### src/rtl/tone_sequencer.sv
`default_nettype none
// ============================================================================
//  Module      : tone_sequencer
//  Description : Queued note player; FIFO of note requests rendered back to
//                back as a PWM-gated square wave on the amplifier pins.
//  Revision    : 1.0 - initial release
// ============================================================================
module tone_sequencer #(
    parameter int CLK_HZ      = 100000000,
    parameter int OCT_W       = 3,
    parameter int VOL_W       = 4,
    parameter int DUR_W       = 10,
    parameter int TICK_CYCLES = 100000,
    parameter int GAP_TICKS   = 10,
    parameter int FIFO_DEPTH  = 4
) (
    input  logic             clk,
    input  logic             rst,
    input  logic             req_valid,
    output logic             req_ready,
    input  logic [3:0]       req_note,
    input  logic [OCT_W-1:0] req_octave,
    input  logic [VOL_W-1:0] req_vol,
    input  logic [DUR_W-1:0] req_dur,
    input  logic             flush,
    output logic             AIN,
    output logic             GAIN,
    output logic             NC,
    output logic             ACTIVE,
    output logic             busy
);

    // Rest codes 12..15 reuse the C frequency; their speaker output stays silent.
    localparam int C_FREQ_HZ [16] = '{262, 277, 294, 311, 330, 349, 370, 392,
                                      415, 440, 466, 494, 262, 262, 262, 262};
    localparam int C_HALF_W = $clog2(CLK_HZ / (2 * 262) + 1);
    localparam int C_TICK_W = (TICK_CYCLES > 1) ? $clog2(TICK_CYCLES) : 1;
    localparam int C_GAP_W  = (GAP_TICKS > 1) ? $clog2(GAP_TICKS) : 1;
    localparam int C_PTR_W  = $clog2(FIFO_DEPTH);
    localparam int C_ENT_W  = 4 + OCT_W + VOL_W + DUR_W;

    localparam logic [C_TICK_W-1:0] C_TICK_LAST = C_TICK_W'(TICK_CYCLES - 1);
    localparam logic [C_GAP_W-1:0]  C_GAP_LAST  = C_GAP_W'((GAP_TICKS > 0) ? GAP_TICKS - 1 : 0);
    localparam logic [C_PTR_W:0]    C_DEPTH     = (C_PTR_W + 1)'(FIFO_DEPTH);

    function automatic logic [15:0][C_HALF_W-1:0] half_table();
        logic [15:0][C_HALF_W-1:0] tab;
        for (int i = 0; i < 16; i++) begin
            tab[i] = C_HALF_W'(CLK_HZ / (2 * C_FREQ_HZ[i]));
        end
        return tab;
    endfunction

    localparam logic [15:0][C_HALF_W-1:0] C_HALF_TAB = half_table();

    typedef enum logic [1:0] {
        S_IDLE = 2'd0,
        S_LOAD = 2'd1,
        S_PLAY = 2'd2,
        S_GAP  = 2'd3
    } state_t;

    state_t               state_q, state_d;
    logic [C_ENT_W-1:0]   mem_q [FIFO_DEPTH];
    logic [C_ENT_W-1:0]   mem_d [FIFO_DEPTH];
    logic [C_PTR_W-1:0]   wr_ptr_q, wr_ptr_d, rd_ptr_q, rd_ptr_d;
    logic [C_PTR_W:0]     count_q, count_d;
    logic [3:0]           note_q, note_d;
    logic [OCT_W-1:0]     oct_q, oct_d;
    logic [VOL_W-1:0]     vol_q, vol_d;
    logic [C_HALF_W-1:0]  half_q, half_d, half_cnt_q, half_cnt_d;
    logic [C_TICK_W-1:0]  tick_cnt_q, tick_cnt_d;
    logic [DUR_W-1:0]     dur_cnt_q, dur_cnt_d;
    logic [C_GAP_W-1:0]   gap_cnt_q, gap_cnt_d;
    logic [VOL_W-1:0]     pwm_cnt_q, pwm_cnt_d;
    logic                 speaker_q, speaker_d, ain_q, ain_d;

    logic                 w_full, w_empty, w_push, w_pop, w_rest;
    logic [C_HALF_W-1:0]  w_half_shift, w_half_eff;

    assign w_full       = (count_q == C_DEPTH);
    assign w_empty      = (count_q == '0);
    assign req_ready    = !w_full && !flush;
    assign w_push       = req_valid && req_ready;
    assign w_pop        = (state_q == S_IDLE) && !w_empty && !flush;
    assign w_rest       = (note_q[3:2] == 2'b11);
    assign w_half_shift = C_HALF_TAB[note_q] >> oct_q;
    assign w_half_eff   = (w_half_shift == '0) ? C_HALF_W'(1) : w_half_shift;

    always_comb begin
        state_d    = state_q;
        mem_d      = mem_q;
        wr_ptr_d   = wr_ptr_q;
        rd_ptr_d   = rd_ptr_q;
        count_d    = count_q;
        note_d     = note_q;
        oct_d      = oct_q;
        vol_d      = vol_q;
        half_d     = half_q;
        half_cnt_d = half_cnt_q;
        tick_cnt_d = tick_cnt_q;
        dur_cnt_d  = dur_cnt_q;
        gap_cnt_d  = gap_cnt_q;
        speaker_d  = speaker_q;
        pwm_cnt_d  = pwm_cnt_q + 1'b1;
        ain_d      = speaker_q && (pwm_cnt_q < vol_q);

        if (w_push) begin
            mem_d[wr_ptr_q] = {req_note, req_octave, req_vol, req_dur};
            wr_ptr_d        = wr_ptr_q + 1'b1;
        end
        if (w_pop) begin
            rd_ptr_d = rd_ptr_q + 1'b1;
        end
        count_d = count_q + (C_PTR_W + 1)'(w_push) - (C_PTR_W + 1)'(w_pop);

        case (state_q)
            S_IDLE: begin
                if (w_pop) begin
                    {note_d, oct_d, vol_d, dur_cnt_d} = mem_q[rd_ptr_q];
                    state_d = S_LOAD;
                end
            end
            S_LOAD: begin
                half_d     = w_half_eff;
                half_cnt_d = w_half_eff - 1'b1;
                tick_cnt_d = C_TICK_LAST;
                speaker_d  = 1'b0;
                state_d    = (dur_cnt_q == '0) ? S_IDLE : S_PLAY;
            end
            S_PLAY: begin
                if (half_cnt_q == '0) begin
                    half_cnt_d = half_q - 1'b1;
                    speaker_d  = !w_rest && !speaker_q;
                end else begin
                    half_cnt_d = half_cnt_q - 1'b1;
                end
                if (tick_cnt_q == '0) begin
                    tick_cnt_d = C_TICK_LAST;
                    dur_cnt_d  = dur_cnt_q - 1'b1;
                    // Note end overrides a half-period toggle landing on the same cycle.
                    if (dur_cnt_q == DUR_W'(1)) begin
                        speaker_d = 1'b0;
                        gap_cnt_d = C_GAP_LAST;
                        state_d   = (GAP_TICKS > 0) ? S_GAP : S_IDLE;
                    end
                end else begin
                    tick_cnt_d = tick_cnt_q - 1'b1;
                end
            end
            S_GAP: begin
                if (tick_cnt_q == '0) begin
                    tick_cnt_d = C_TICK_LAST;
                    if (gap_cnt_q == '0) begin
                        state_d = S_IDLE;
                    end else begin
                        gap_cnt_d = gap_cnt_q - 1'b1;
                    end
                end else begin
                    tick_cnt_d = tick_cnt_q - 1'b1;
                end
            end
            default: state_d = S_IDLE;
        endcase

        // Flush silences AIN on the same edge rather than one cycle later.
        if (flush) begin
            wr_ptr_d  = '0;
            rd_ptr_d  = '0;
            count_d   = '0;
            state_d   = S_IDLE;
            speaker_d = 1'b0;
            ain_d     = 1'b0;
        end
    end

    always_ff @(posedge clk or posedge rst) begin
        if (rst) begin
            state_q    <= S_IDLE;
            for (int i = 0; i < FIFO_DEPTH; i++) begin
                mem_q[i] <= '0;
            end
            wr_ptr_q   <= '0;
            rd_ptr_q   <= '0;
            count_q    <= '0;
            note_q     <= '0;
            oct_q      <= '0;
            vol_q      <= '0;
            half_q     <= '0;
            half_cnt_q <= '0;
            tick_cnt_q <= '0;
            dur_cnt_q  <= '0;
            gap_cnt_q  <= '0;
            pwm_cnt_q  <= '0;
            speaker_q  <= 1'b0;
            ain_q      <= 1'b0;
        end else begin
            state_q    <= state_d;
            mem_q      <= mem_d;
            wr_ptr_q   <= wr_ptr_d;
            rd_ptr_q   <= rd_ptr_d;
            count_q    <= count_d;
            note_q     <= note_d;
            oct_q      <= oct_d;
            vol_q      <= vol_d;
            half_q     <= half_d;
            half_cnt_q <= half_cnt_d;
            tick_cnt_q <= tick_cnt_d;
            dur_cnt_q  <= dur_cnt_d;
            gap_cnt_q  <= gap_cnt_d;
            pwm_cnt_q  <= pwm_cnt_d;
            speaker_q  <= speaker_d;
            ain_q      <= ain_d;
        end
    end

    assign busy   = (state_q != S_IDLE) || !w_empty;
    assign ACTIVE = busy;
    assign AIN    = ain_q;
    assign GAIN   = 1'b1;
    assign NC     = 1'b0;

endmodule
`default_nettype wire

### config.mk
export PLATFORM = sky130hd
export DESIGN_NAME = tone_sequencer
export DESIGN_NICKNAME = d
export VERILOG_FILES = /design/src/rtl/tone_sequencer.sv
export SDC_FILE = /design/constraint.sdc
export NUM_CORES = 1
export LEC_CHECK = 0
export CAP_MARGIN = 40
export CORE_ASPECT_RATIO = 0.5
export CORE_MARGIN = 3
export CORE_UTILIZATION = 40
export CTS_CLUSTER_DIAMETER = 40
export CTS_CLUSTER_SIZE = 14
export DETAILED_ROUTE_END_ITERATION = 10
export GPL_TIMING_DRIVEN = 0
export PLACE_DENSITY_LB_ADDON = 0.1
export SYNTH_ARGS = -nofsm -noshare
export SYNTH_HDL_FRONTEND = slang
export SYNTH_SLANG_ARGS = --single-unit
### constraint.sdc
create_clock -name clk -period 7.03 [get_ports clk]
set_input_delay 1.0545 -clock clk [delete_from_list [all_inputs] [get_ports clk]]
set_output_delay 1.0545 -clock clk [all_outputs]
set_load 0.01 [all_outputs]
==> reports/results.tsv, run 1 <==
metric	value	unit
cp_data_arrival_time	4.67	ns
min_to	pwm_cnt_q[0]	
cp_num_buf_inv	2	
max_stage_delay	0.81	ns
die_w	232.6	um
cp_max_fo	12	
root_buffer	clkbuf_16	
firstDrtPassIters	7	
worst_pin_slew	0.9333	ns
cts_resized	0	
cts.clk_slew.worst_paths	0.07	ns
antenna_cells	0	
grt_pass1_wl	42510	um
yosysSeqAreaShare	43.15	%
finalSetupViolCount	0	
slew_headroom	37.78	%
synth_cell_type_count	82	
syn_area	10260	um^2
io_pins	31	
clk_path_buf_depth	2	
ys_warn_count	0	
cts_sinks	177	
final_antenna_net_count	0	
whs_path_depth	1	
power_density	457.0	nW/um^2
fill_cells	2283	
htree_levels	4	
routed-via-count	7797	
synth-seq-cells	177	
hp-start	pwm_cnt_q[0]	
worstPathRequired	7.35	ns
max_freq	0.2298	GHz
num_rows	40	
ys.flop_type	dfrtp_1	
crit_slowest_cell	a221oi_1	
r2r_start	note_q[0]	
timing.max_cap.violations	0	
finish.instance_area	11580	um^2
antenna_found_initial	0	
multi_input_area	5413	um^2
min_period	4.351	ns
clk_latency	0.43	ns
startpoint_type	flop	
finalCritPeriodShare	61.90	%
crit_top_cell	ha_1	
cp_cell_sequence	ha_1, clkbuf_1, nor3b_1, a311oi_1, a22o_1, a221oi_1, o21ai_0, ha_1, inv_1, and4bb_2, xnor2_1, mux2_2	
drt-initial-drc-count	556	
wl	26390	um
seqCellArea	4429	um^2
cp_top_family	compound AO/OA/AOI/OAI gates	
start_util	41.69	%
die_area	27740	um^2
dpl.hpwl	19280	um
r2r_end	half_cnt_q[12]	
crit_path_end_kind	flop	
grt_max_degree	101	
grt_use_total	19.47	%
finalHoldViolations	0	
cts_tree	built	
nets	1094	
wl_per_cell	19.04	um
hp-class	flop to flop	
async_flop_share	100.0	%
finalClockSkew	0.01145	ns
place_area	11030	um^2
ir_drop	0.1751	mV
drive_gt1_share	18.10	%
utilization	47.03	%
numCtsBuffers	17	
via_per_inst	5.626	
finalMaxSlewViolations	0	
core	24620	um^2
syn-num-nets	1043	
synth_enable_flop_cells	0	
die_h	119.3	um
area_growth	12.81	%
io_buffers	28	
drcViolationCount	0	
ff2ff_setup_slack	2.68	ns
power_leakage	4.723	nW
syn_inst	988	
ctsHoldBuffers	0	
worstSetupPathType	flop to flop	
grt_pass1_vias	7729	
grt-ovfl-total	0	
avgSynthCellArea	10.39	um^2
outcome	finished, final reports clean	
gp_congestion	0.8715	
cts_setup_buffers	0	
reg2regPathDepth	12	
rsz0062_at_grt	no	
-- kinds of logic after synthesis --
family / Yosys count / synth area share [%]
AND/OR/NAND/NOR: 292 / 14.97
AO/OA/AOI/OAI: 216 / 13.91
flip-flops: 177 / 43.15
multiplexers: 135 / 17.15
buffers and inverters: 102 / 4.120
XOR/XNOR: 34 / 2.901
adder cells (fa/ha/maj): 30 / 3.730
other: 2 / 0.07316
-- Yosys cell counts (8+ instances only) --
library cell	number	area [um^2]
nand2b_1	11	68.82
a211oi_1	8	60.06
o21ai_0	50	250.2
nand2_1	57	214.0
mux4_2	22	495.5
a21oi_1	42	210.2
ha_1	29	362.9
nand4_1	9	56.30
o22ai_1	10	62.56
dfrtp_1	177	4429
nor2b_1	21	131.4
nor2_1	78	292.8
xor2_1	10	87.58
xnor2_1	24	210.2
or3_1	8	50.05
and2_1	8	50.05
nand3_1	27	135.1
nor3_1	14	70.07
o31ai_1	9	67.56
buf_2	14	70.07
mux2_2	101	1137
o211ai_1	10	75.07
inv_1	35	131.4
and3_1	9	56.30
a31oi_1	14	87.58
clkbuf_1	41	153.9
mux2i_1	9	90.09
-- where the power goes --
part           switching, mW  internal (mW)
clock network          0.412          0.498
logic                   1.51           1.17
registers              0.272           1.43
total                   2.19           3.10
-- final cells by class --
class                      instances  area share [%]
sequential                       177           38.25
buffer                            65           2.453
clock buffer                      20           3.857
tap                              336           3.630
inverter                          37           1.264
clock inverter                    10          0.8752
multi-input combinational        709           46.74
timing repair buffer              32           2.928
-- layer usage --
metal / track usage [%] / vias up / share of wire [%]
li1: - / 3696 / -
met1: 28.20 / 3908 / 49
met2: 30.11 / 166 / 46
met3: 4.230 / 27 / 4.0
met4: 3.879 / 0 / 1.0
met5: 0 / - / 0
-- stage by stage --
step / setup WS, ns / hold slack (ns) / instances / power (mW) / setup TNS (ns)
3_5_place_dp: 2.814 / 0.4630 / 1356 / 4.368 / 0
4_1_cts: 2.791 / 0.4735 / 1386 / 5.292 / 0
2_1_floorplan: 1.174 / 0.4335 / 988 / 3.607 / 0
3_3_place_gp: -1.372 / 0.4590 / 1352 / 4.309 / -239.85
6_report: 2.679 / 0.4725 / 1386 / 5.292 / 0
5_1_grt: 2.468 / 0.4973 / 1386 / 5.653 / 0
-- placed cells by master, fill, tap and decap left out, types with 24 or more instances in the layout --
cell,instances
nand2_1,57
a21oi_1,42
clkbuf_1,43
nor2_1,78
dfrtp_1,177
inv_1,34
clkdlybuf4s50_1,28
ha_1,29
mux2_2,101
o21ai_0,50
xnor2_1,24
nand3_1,27
-- flip-flops by register name (all words and copies together) (netlist names) --
signal	cells
note_q	4
gap_cnt_q	4
rd_ptr_q	2
pwm_cnt_q	4
tick_cnt_q	17
state_q	2
count_q	3
mem_q	84
half_cnt_q	18
dur_cnt_q	10
half_q	18
oct_q	3
vol_q	4
wr_ptr_q	2
AIN	1
speaker_q	1
-- worst max-delay path by stage --
stage               slack [ns]  depth (start not counted)        endpoint      start
finish                    2.68                         12  half_cnt_q[12]  note_q[0]
detailed placement        2.81                         12  half_cnt_q[12]  note_q[0]
CTS                       2.79                         12  half_cnt_q[12]  note_q[0]
floorplan                 1.17                          1             AIN        rst
global placement         -1.37                          2       mem_q[27]        rst
global route              2.47                         12  half_cnt_q[12]  note_q[0]
Power figures use the tool's default switching activity.
==> run 2: changes to the inputs <==
Clock period 7.03 ns to 4.4 ns, I/O delays scaled along.
==> run 2 against run 1 <==
Compared with the run above:
- cell area is 0.77% higher
- worst setup slack worse by 2.4 ns
- sequential share of layout area is 0.29 points lower
- sequential cell count stayed put
- global-route usage is 0.52 points higher
==> reports/results.tsv, run 2 (same netlist as run 1, synthesis figures left out) <==
metric	value	unit
dpl.hpwl	19630	um
wl_per_cell	19.33	um
die_area	27740	um^2
start_util	41.69	%
finalSetupViolCount	0	
routed-via-count	7883	
clk_latency	0.44	ns
max_freq	0.2427	GHz
root_buffer	clkbuf_16	
numCtsBuffers	17	
final_antenna_net_count	0	
cp_max_fo	12	
clk_path_buf_depth	2	
grt_pass1_wl	43540	um
drt-initial-drc-count	513	
comb_power_share	50.7	%
cts.clk_slew.worst_paths	0.07	ns
die_h	119.3	um
crit_path_end_kind	flop	
slew_headroom	37.88	%
finish.instance_area	11670	um^2
cp_data_arrival_time	4.44	ns
reg2regPathDepth	13	
switching_share	41.51	%
largest_reg_flops	84	
power_density	729.0	nW/um^2
regMostFlops	mem_q	
timing.max_cap.violations	0	
rsz0062_at_grt	no	
internal_power	4.976	mW
finalHoldViolations	0	
area_growth	13.68	%
postLayoutSetupSlackWorst	0.2802	ns
utilization	47.39	%
whs	0.4741	ns
worstSetupPathType	flop to flop	
die_w	232.6	um
ctsHoldBuffers	0	
power_leakage	4.758	nW
worst_pin_slew	0.9239	ns
htree_levels	4	
layout_commonest_cell	dfrtp_1	
grt_max_degree	36	
cts_tree	built	
preCtsSetupSlack	0.1614	ns
gp_congestion	0.8518	
io_buffers	28	
drcViolationCount	0	
r2r_end	half_cnt_q[12]	
io_pins	31	
outcome	finished, final reports clean	
worstPathRequired	4.72	ns
firstDrtPassIters	6	
hp-class	flop to flop	
cts_resized	0	
p_clk_share	17.3	%
min_period	4.120	ns
power_frac_seq	32.0	%
drive_gt1_share	18.61	%
startpoint	note_q[0]	
core	24620	um^2
startpoint_type	flop	
mostFrequentLayoutCells	dfrtp_1 (177), mux2_2 (101), nor2_1 (78), nand2_1 (57), o21ai_0 (50)	
via_per_inst	5.675	
finalClockSkew	0.008324	ns
ir_drop	0.2903	mV
finalMaxSlewViolations	0	
finalCritPeriodShare	93.63	%
fill_cells	2320	
reg.largest.list	mem_q (84), half_cnt_q (18), half_q (18)	
ff2ff_setup_slack	0.28	ns
r2r_start	note_q[0]	
grt-ovfl-total	0	
wl	26850	um
cts_sinks	177	
nets	1097	
antenna_found_initial	0	
grt_use_total	19.99	%
cts_setup_buffers	0	
num_rows	40	
grt_pass1_vias	7994	
antenna_cells	0	
switchingPower	3.531	mW
place_area	11100	um^2
cp-endpoint	half_cnt_q[12]	
-- run 2: area by class of cell --
class,count,area [um^2],share of cell area (%)
multi-input cells,709,5425,46.49
flip-flops and latches,177,4429,37.96
clock buffers,20,456.7,3.914
well taps,336,420.4,3.603
repair buffers,35,406.6,3.485
plain buffers,65,284.0,2.434
inverters,37,142.6,1.222
clock inverters,10,103.9,0.8900
-- run 2: per-layer routing --
| layer | wire [um] | up-vias | global-route usage [%] |
|---|---|---|---|
| met5 | 0 | - | 0 |
| met4 | 394 | 0 | 5.338 |
| met3 | 1121 | 43 | 3.944 |
| met2 | 12360 | 188 | 30.86 |
| met1 | 12970 | 3942 | 28.68 |
| li1 | - | 3710 | - |
-- run 2: worst max-delay path, stage by stage, from the launching register on --
cell	delay (ns)
dfrtp_1	0.64
ha_1	0.34
clkbuf_1	0.44
a21oi_1	0.15
o21ai_0	0.14
a221oi_1	0.13
o31ai_1	0.78
nor2_1	0.08
a21o_1	0.20
ha_1	0.28
inv_1	0.13
and4bb_2	0.29
xnor2_1	0.14
mux2_2	0.26
-- run 2: worst min path at each step --
stage                 startpoint      endpoint  slack (ns)  depth (start not counted)
detailed placement  pwm_cnt_q[0]  pwm_cnt_q[0]        0.46                          1
CTS                 pwm_cnt_q[0]  pwm_cnt_q[0]        0.47                          1
finish              pwm_cnt_q[0]  pwm_cnt_q[0]        0.47                          1
global placement    pwm_cnt_q[0]  pwm_cnt_q[0]        0.46                          1
floorplan           pwm_cnt_q[0]  pwm_cnt_q[0]        0.43                          1
global route        pwm_cnt_q[3]  pwm_cnt_q[3]        0.50                          1
-- run 2: metrics by stage --
| step | setup TNS (ns) | power (mW) | instances |
|---|---|---|---|
| floorplan | 0 | 5.764 | 988 |
| global placement | -13.99 | 6.878 | 1352 |
| detailed placement | 0 | 6.976 | 1359 |
| CTS | 0 | 8.484 | 1389 |
| global route | 0 | 9.107 | 1389 |
| finish | 0 | 8.507 | 1389 |
-- run 2: power groups by stage --
stage          Clock [mW]  Sequential, mW  Combinational [mW]
2_1_floorplan           0            2.58                3.18
3_3_place_gp            0            2.71                4.16
3_5_place_dp            0            2.74                4.24
4_1_cts              1.52            2.71                4.26
5_1_grt              1.58            2.80                4.72
6_report             1.47            2.72                4.31
==> run 3: changes to the inputs <==
Settings changed: GPL_ROUTABILITY_DRIVEN set to 0.
==> run 3 against run 2 <==
Compared with the run above:
- clock power increased by 12%
- register-to-register slack better by 0.06 ns
- fmax rose by 1.5%
- critical path type unchanged
- largest cell class unchanged
==> reports/results.tsv, run 3 (same netlist as run 1, synthesis figures left out) <==
metric	value	unit
drcViolationCount	0	
cp_data_arrival_time	4.40	ns
finalHoldViolations	0	
outcome	finished, final reports clean	
cts_setup_buffers	0	
power_leakage	4.799	nW
area_growth	14.30	%
ctsHoldBuffers	0	
cts_resized	0	
dpl.hpwl	19650	um
rsz0062_at_grt	no	
power_frac_seq	31.4	%
r2r_end	half_cnt_q[17]	
startpoint_type	flop	
cts_tree	built	
crit_path_end_kind	flop	
cp_cell_sequence	ha_1, clkbuf_1, nand3b_1, o211a_1, o21ai_1, a21oi_1, o21a_1, nor3_2, nand3b_1, buf_2, o31a_1, o31ai_1	
seqCellArea	4429	um^2
finalSetupViolCount	0	
core	24620	um^2
layout_commonest_cell	dfrtp_1	
die_area	27740	um^2
die_w	232.6	um
worst_pin_slew	0.8046	ns
die_h	119.3	um
crit_top_cell	nand3b_1	
min_to	pwm_cnt_q[0]	
whs	0.4772	ns
wl_per_cell	19.23	um
cts_sinks	177	
whs_path_depth	1	
switching_share	41.05	%
cts.clk_slew.worst_paths	0.07	ns
internal_power	5.104	mW
p_clk_share	19.1	%
switchingPower	3.554	mW
power_density	737.9	nW/um^2
mostFrequentLayoutCells	dfrtp_1 (177), mux2_2 (101), nor2_1 (78), nand2_1 (57), o21ai_0 (50)	
regMostFlops	mem_q	
wl	26750	um
ff2ff_setup_slack	0.34	ns
grt_max_degree	38	
final_antenna_net_count	0	
max_freq	0.2463	GHz
firstDrtPassIters	5	
htree_levels	4	
reg.largest.list	mem_q (84), half_cnt_q (18), half_q (18)	
via_per_inst	5.738	
hp-start	pwm_cnt_q[0]	
drt-initial-drc-count	546	
slew_headroom	46.36	%
ir_drop	0.2783	mV
clk_latency	0.45	ns
reg2regPathDepth	12	
crit_slowest_cell	dfrtp_1	
timing.max_cap.violations	0	
largest_reg_flops	84	
antenna_found_initial	0	
grt-ovfl-total	0	
grt_use_total	20.10	%
r2r_start	note_q[0]	
finish.instance_area	11730	um^2
clk_path_buf_depth	2	
io_buffers	28	
fill_cells	2346	
numCtsBuffers	17	
utilization	47.65	%
comb_power_share	49.5	%
root_buffer	clkbuf_16	
max_stage_delay	0.65	ns
multi_input_area	5419	um^2
power.total	8.658	mW
nets	1097	
routed-via-count	7981	
start_util	41.69	%
finalClockSkew	0.01267	ns
worstPathRequired	4.74	ns
min_period	4.060	ns
finalMaxSlewViolations	0	
antenna_cells	0	
drive_gt1_share	18.58	%
cp_max_fo	12	
hp-class	flop to flop	
finalCritPeriodShare	92.28	%
num_rows	40	
grt_pass1_vias	7832	
io_pins	31	
worstSetupPathType	flop to flop	
place_area	11100	um^2
grt_pass1_wl	43590	um
[run 3: layer usage]
metal / global-route usage (%) / part of all wire, % / vias up
met5: 0 / 0 / -
met4: 5.837 / 1.8 / 0
met3: 4.589 / 5.0 / 39
met2: 30.88 / 46 / 193
met1: 28.38 / 47 / 4035
li1: - / - / 3714
[run 3: power by group through the flow]
stage / registers, mW / logic, mW / clock network (mW)
2_1_floorplan: 2.58 / 3.18 / 0
3_3_place_gp: 2.72 / 4.17 / 0
3_5_place_dp: 2.74 / 4.23 / 0
4_1_cts: 2.71 / 4.25 / 1.69
5_1_grt: 2.80 / 4.68 / 1.76
6_report: 2.72 / 4.29 / 1.65
[run 3: metrics by stage]
| stage | cells | setup WS (ns) | TNS (ns) |
|---|---|---|---|
| global placement | 1352 | -0.03582 | -3.154 |
| global route | 1391 | 0.04124 | 0 |
| CTS | 1391 | 0.1889 | 0 |
| finish | 1391 | 0.3397 | 0 |
| detailed placement | 1359 | 0.1997 | 0 |
| floorplan | 988 | 1.123 | 0 |
[run 3: layout make-up]
class,count,share of cell area [%]
buffer,65,2.421
tap,336,3.583
multi-input combinational,709,46.19
clock buffer,21,3.925
sequential,177,37.75
timing repair buffer,35,3.530
inverter,37,1.216
clock inverter,11,1.386
[run 3: worst max path at each step]
stage | start | endpoint | cells after the start
2_1_floorplan | note_q[0] | half_cnt_q[12] | 14
3_3_place_gp | rst | half_q[6] | 2
3_5_place_dp | note_q[0] | half_cnt_q[9] | 11
4_1_cts | note_q[0] | half_cnt_q[17] | 11
5_1_grt | note_q[0] | half_cnt_q[17] | 12
6_report | note_q[0] | half_cnt_q[17] | 12
[run 3: critical path, delay by kind of cell, from the launching register on]
kind                       cells  cell delay, ns
AOI/OAI and AO/OA              6            1.38
buffers and inverters          2            0.67
adders and majority gates      1            0.34
and+or+nand+nor                3            0.92
DFF                            1            0.65
